<file path="src/rtl/gc_report_streamer.sv">
// gc_report_streamer: packs four GameCube poll results into the 37-byte adapter
// input report and streams it byte-by-byte to the USB HID endpoint.
// A shadow image is refreshed on every completed 4-port poll period. A separate
// active image is frozen for the duration of each report, so a report never tears.
// Optional build macro: GC_REPORT_NEUTRAL_EN (force neutral data on disconnected ports).
module gc_report_streamer #(
   parameter logic [7:0] REPORT_ID   = 8'h21,
   parameter logic [7:0] STATUS_IDLE = 8'h04,
   parameter logic [7:0] STATUS_CONN = 8'h14
) (
   input  logic         clk,
   input  logic         rst,
   input  logic [3:0]   pollend,
   input  logic [3:0]   connected,
   input  logic [255:0] gc_data,
   input  logic         frame_req,
   output logic [7:0]   tx_data,
   output logic         tx_valid,
   input  logic         tx_ready,
   output logic         tx_last,
   output logic         busy,
   output logic         req_drop
);

   localparam logic [0:0] ST_IDLE = 1'b0;
   localparam logic [0:0] ST_SEND = 1'b1;
   localparam logic [5:0] LAST_IDX = 6'd36;

   // Byte b of an image lives at element b (byte 0 = report id).
   localparam logic [36:0][7:0] DEFAULT_IMG = {{4{64'h0, STATUS_IDLE}}, REPORT_ID};

   logic [36:0][7:0] pack_img;
   logic [36:0][7:0] shadow;
   logic [36:0][7:0] active;
   logic             pe_all;
   logic             pe_q;
   logic             snap;
   logic [0:0]       state;
   logic [5:0]       idx;

   // Nine bytes of one port: element 0 = status, elements 1..8 = data bytes.
   function automatic logic [8:0][7:0] port_bytes(input logic conn, input logic [63:0] d);
      logic [15:0] bd, la, ra, ta;
      logic [7:0]  st;
      {bd, la, ra, ta} = d;
      st = conn ? STATUS_CONN : STATUS_IDLE;
      port_bytes = {ta[7:0], ta[15:8], ra[7:0], ra[15:8], la[7:0], la[15:8],
                    {4'h0, bd[6:4], bd[12]}, {bd[3:0], bd[11:8]}, st};
`ifdef GC_REPORT_NEUTRAL_EN
      // Disconnected ports report centred sticks and released triggers/buttons.
      if (!conn) begin
         port_bytes = {8'h00, 8'h00, 8'h80, 8'h80, 8'h80, 8'h80, 8'h00, 8'h00, st};
      end
`endif
   endfunction

   assign pe_all = &pollend;
   assign snap   = pe_all & ~pe_q;

   // Pack the live inputs into a complete report image.
   always_comb begin
      pack_img = {port_bytes(connected[3], gc_data[63:0]),
                  port_bytes(connected[2], gc_data[127:64]),
                  port_bytes(connected[1], gc_data[191:128]),
                  port_bytes(connected[0], gc_data[255:192]),
                  REPORT_ID};
   end

   // Registered copy of &pollend for rising-edge detection.
   always_ff @(posedge clk or posedge rst) begin
      if (rst) pe_q <= 1'b0;
      else     pe_q <= pe_all;
   end

   // Shadow image follows every snapshot event, regardless of FSM state.
   always_ff @(posedge clk or posedge rst) begin
      if (rst)       shadow <= DEFAULT_IMG;
      else if (snap) shadow <= pack_img;
   end

   // Report FSM: latch the active image on request, then walk it byte by byte.
   always_ff @(posedge clk or posedge rst) begin
      if (rst) begin
         state    <= ST_IDLE;
         idx      <= 6'd0;
         active   <= DEFAULT_IMG;
         req_drop <= 1'b0;
      end else begin
         req_drop <= frame_req && (state == ST_SEND);
         case (state)
            ST_IDLE: begin
               if (frame_req) begin
                  // Same-cycle snapshot bypasses the shadow so the report is fresh.
                  active <= snap ? pack_img : shadow;
                  idx    <= 6'd0;
                  state  <= ST_SEND;
               end
            end
            default: begin
               if (tx_ready) begin
                  if (idx == LAST_IDX) begin
                     idx   <= 6'd0;
                     state <= ST_IDLE;
                  end else begin
                     idx <= idx + 6'd1;
                  end
               end
            end
         endcase
      end
   end

   // Stream outputs derive purely from registered state, so they hold while stalled.
   always_comb begin
      tx_valid = (state == ST_SEND);
      busy     = tx_valid;
      tx_last  = tx_valid && (idx == LAST_IDX);
      tx_data  = tx_valid ? active[idx] : 8'h00;
   end

endmodule

</file>
<file path="config.mk">
export PLATFORM = sky130hd
export DESIGN_NAME = gc_report_streamer
export DESIGN_NICKNAME = d
export VERILOG_FILES = /design/src/rtl/gc_report_streamer.sv
export SDC_FILE = /design/constraint.sdc
export NUM_CORES = 2
export LEC_CHECK = 0
export CELL_PAD_IN_SITES_DETAIL_PLACEMENT = 2
export CELL_PAD_IN_SITES_GLOBAL_PLACEMENT = 2
export CORE_ASPECT_RATIO = 0.7
export CORE_MARGIN = 4
export CORE_UTILIZATION = 30
export DETAILED_ROUTE_END_ITERATION = 8
export GPL_TIMING_DRIVEN = 1
export PLACE_DENSITY = 0.64
export SYNTH_ARGS = -nofsm -noshare
export SYNTH_HDL_FRONTEND = slang
export SYNTH_SLANG_ARGS = --single-unit
export TNS_END_PERCENT = 1
</file>
<file path="constraint.sdc">
create_clock -name clk -period 26.5 [get_ports clk]
set_clock_uncertainty 0.1 [all_clocks]
set_input_delay 3.975 -clock clk [delete_from_list [all_inputs] [get_ports clk]]
set_output_delay 3.975 -clock clk [all_outputs]
set_load 0.02 [all_outputs]
</file>
Word level (Yosys, flattened, before mapping)
Index checks and enable logic that the tools add are counted.
- register bits after elaboration: 601
- word-level logic and storage cells: 107
- add/subtract/negate cells: 1
- $lt $le $gt $ge: 1
- equality and inequality tests: 2
- muxes and demuxes: 16
- bitwise gates (word level): 3
- reductions and logical operators: 6
- operators by type and width (operator ; number):
    $mux W296 ; 1
    $bmux W8 S6 ; 1
    $mux W6 ; 4
    $mux W5 ; 4
    $mux W8 ; 2
    $lt A6 B7 Y1 const B ; 1
    $add A6 B1 Y6 const B ; 1
    $eq A6 B6 Y1 const B ; 1
    $mux W1 ; 4
    $reduce_and A2 Y1 ; 2
    $reduce_and A4 Y1 ; 1
    $logic_and A1 B1 Y1 ; 2
    $ne A2 B2 Y1 const B ; 1
    $not A1 Y1 ; 2
    $reduce_bool A2 Y1 ; 1
    $and A1 B1 Y1 ; 1

Logic depth before layout (Yosys ltp)
- word-level depth: 4
- mapped depth: 10

Worst setup path before layout
Ideal clock, no wire load.
- kind: flip-flop to output port
- start: register idx[0]
- end: output port tx_data[0]
- arrival time: 1896 ps
- required time: 22425 ps
- slack: 20529 ps
- cell stages (with the launch flop): 7
- path buffers: 2
- cell sequence: dfrtp_1 > buf_6 > buf_8 > mux4_2 > a22oi_1 > nor2_1 > or4_1
- word-level cells in the longest chain between the ends: 3
- ends and longest elaborated chain (element ; RTL line ; text):
    start, declared ; 39 ; logic [5:0] idx;
    start signal, assigned ; 105 ; idx <= idx + 6'd1;
    $bmux W8 S6 ; 118 ; tx_data = tx_valid ? active[idx] : 8'h00;
    $mux W8 (not written as such) ; 118 ;
    $mux W8 ; 118 ;
    end, declared ; 17 ; output logic [7:0] tx_data,
Every way passes these cells. The select of a mux whose other input is x is not followed.

Worst setup path in the final report
- start: register idx[0]
- end: output port tx_data[6]
The elaborated chain is that of the path after synthesis.

==> metrics.txt <==
outcome finished clean; Die X 350 um; Synth Register Bits 601; Final min period 8.39 ns; Rel. slew slack 0.216; period utilisation layout 0.317; DRC viols 0; Total GRT Usage 0.153; first-pass GRT wire length 100 mm; DR vias/cell 4.68; post-cts resize count 0; area share of the largest cell type after synthesis 0.602; P_leak 13.6 nW; sequential area share after synthesis 0.614; grt total ovfl 0; CTS tree yes; cts bufs inserted 66; synthesized area per cell 15.9 um2; core area 80800 um2; Yosys top cell by area dfrtp_1; Post-DP HPWL 43.8 mm; PD cells 75.5 nW/um2; Die ar. 86400 um2; routed wire length 65.5 mm; initial core utilization 0.303; largest net degree at the start of global routing 167; async set-or-reset flop fraction in the synthesized netlist 1.00; H-Tree Depth 3; worst hold-check path type flip-flop to flip-flop; CTS max path bufs 3; Hold-fix buffers, CTS 0; Nets 2068; Syn Nets 1814; # IOs 280; mapped cell area 24500 um2; worst setup path class flip-flop to output pin; DRT Pass-1 Iters 4; GP Congestion 0.725; Worst Tran Pin Value 1.18 ns; clk slew on worst S/H paths 0.06 ns; Worst IR Drop VDD 0.0000376 V; FMAX 119 MHz; Post-synth top cells 589 x dfrtp_1, 413 x mux2_2, 128 x mux2_1; vias 13600; Rows 87; per-cell routed wire length 22.5 um; Setup violations, final 0; clock sink total 601; CP startpoint kind flip-flop; fin. max-slew vios 0; Area Growth Syn to Fin 23.7%; IO buf count 263; DP Cell Count 2798; # Max-Cap Violations 0; Iter 0 DRT Violations 567; Fill cells 7941; initial antenna violation count 4; setup TNS 0 ns; crit-path max FO 31; layout cell share with drive strength beyond 1 0.323; EDFF count, synth 0; CTS Root Cell clkbuf_16; vias in the first global route 15700; RSZ-0062 raised after global routing false; Top FF cell, synth dfrtp_1; Layout Cells excl Fill 2916; yosys warns 0; Worst EP arrival 4.32 ns; final hold violation count 0; Syn Inst Count 1544; largest cells by area after synthesis dfrtp_1 60%, mux2_2 19%, mux2_1 5.9%; Worst Setup End Kind output pin; Setup Buffers After CTS 0; clock latency on the worst-skew pair 0.59 ns; most frequent cell after synthesis dfrtp_1; antenna-violating nets left 0; final core utilization 0.375; Distinct cells, synth 42; Die Ht 247 um; CP Data Required Time 22.42 ns
kinds of logic (layout without fill, tap and decap cells):
logic type,after synthesis,after routing,share of synthesized area
adders and majority gates,2,2,0.00102
DFF,601,601,0.614
AOI/OAI and AO/OA,77,77,0.0232
and+or+nand+nor,111,111,0.0262
muxes,647,647,0.312
xor gates and xnor gates,1,1,0.000358
other,0,2,0
buffers and inverters,105,407,0.0224
metal layers:
layer / part of all wire / global-route usage / up-vias / wire [um]
met5: 0.00052 / 0 / - / 34
met4: 0.016 / 0.0339 / 4 / 1040
met3: 0.038 / 0.0299 / 75 / 2470
met2: 0.47 / 0.246 / 201 / 30700
met1: 0.48 / 0.215 / 7280 / 31300
li1: - / - / 6078 / -
layout by cell type (no fill, tap or decap), drive strengths merged, types with 4 or more instances in the layout:
master | netlist | final
dfrtp | 589 | 589
mux2 | 541 | 541
clkdlybuf4s50 | 0 | 263
clkbuf | 35 | 92
mux2i | 66 | 66
a22oi | 53 | 53
and2 | 50 | 50
mux4 | 40 | 40
buf | 63 | 21
clkinv | 1 | 15
nand3 | 12 | 12
dfstp | 12 | 12
nand2 | 11 | 11
nor2 | 10 | 10
inv | 6 | 10
nand2b | 6 | 6
a21o | 6 | 6
a21oi | 6 | 6
o2111ai | 5 | 5
nand4 | 5 | 5
and3 | 5 | 5
nor2b | 5 | 5
bufinv | 0 | 4
through the flow:
stage | worst slack (ns) | power [mW] | hold WS, ns | instance area, um2
after CTS | 17.94 | 2.34 | 0.380 | 30300
after global placement | 18.63 | 1.38 | 0.360 | 28200
after detailed placement | 18.63 | 1.40 | 0.362 | 28200
after global routing | 17.92 | 2.41 | 0.392 | 30300
final | 18.11 | 2.29 | 0.378 | 30300
after floorplan | 5.62 | 1.26 | 0.344 | 24500
worst paths after layout:
path	from	end	slack (ns)	cells after the start
hold / removal	shadow[157]	shadow[157]	0.38	1
hold reg to reg	shadow[157]	shadow[157]	0.38	1
max in group asynchronous	rst	shadow[266]	20.18	4
setup reg to reg	pe_q	active[19]	23.11	5
min in group asynchronous	rst	shadow[170]	3.79	2
setup / recovery	idx[0]	tx_data[6]	18.11	6
where the power goes:
part | internal [mW] | leakage [nW] | switching (mW)
clock | 0.540 | 1.06 | 0.374
sequential | 1.02 | 7.81 | 0.0446
combinational | 0.151 | 4.78 | 0.160
sequential cells by signal, summed over array words and instances, names as in the netlist:
register	count
idx	6
pe_q	1
req_drop	1
active	296
busy	1
shadow	296
area by class of cell:
class	instances	area [um2]	share of cell area
diodes	2	5.00	0.000165
clock buffers	92	1890	0.0625
clock inverters	24	243	0.00801
inverters	7	33.8	0.00111
multi-input cells	838	8910	0.294
flip-flops and latches	601	15100	0.497
well taps	1068	1340	0.0441
repair buffers	284	2820	0.0929
worst max-delay path, cell delays in order, from the launching register on:
cell and delay, ns:
dfrtp_4 0.99, buf_4 0.52, mux4_2 0.58, a22oi_1 0.37
nor2_1 0.17, or4_1 0.49, clkdlybuf4s50_1 0.59
No activity file was read; power rests on OpenSTA's default activity.
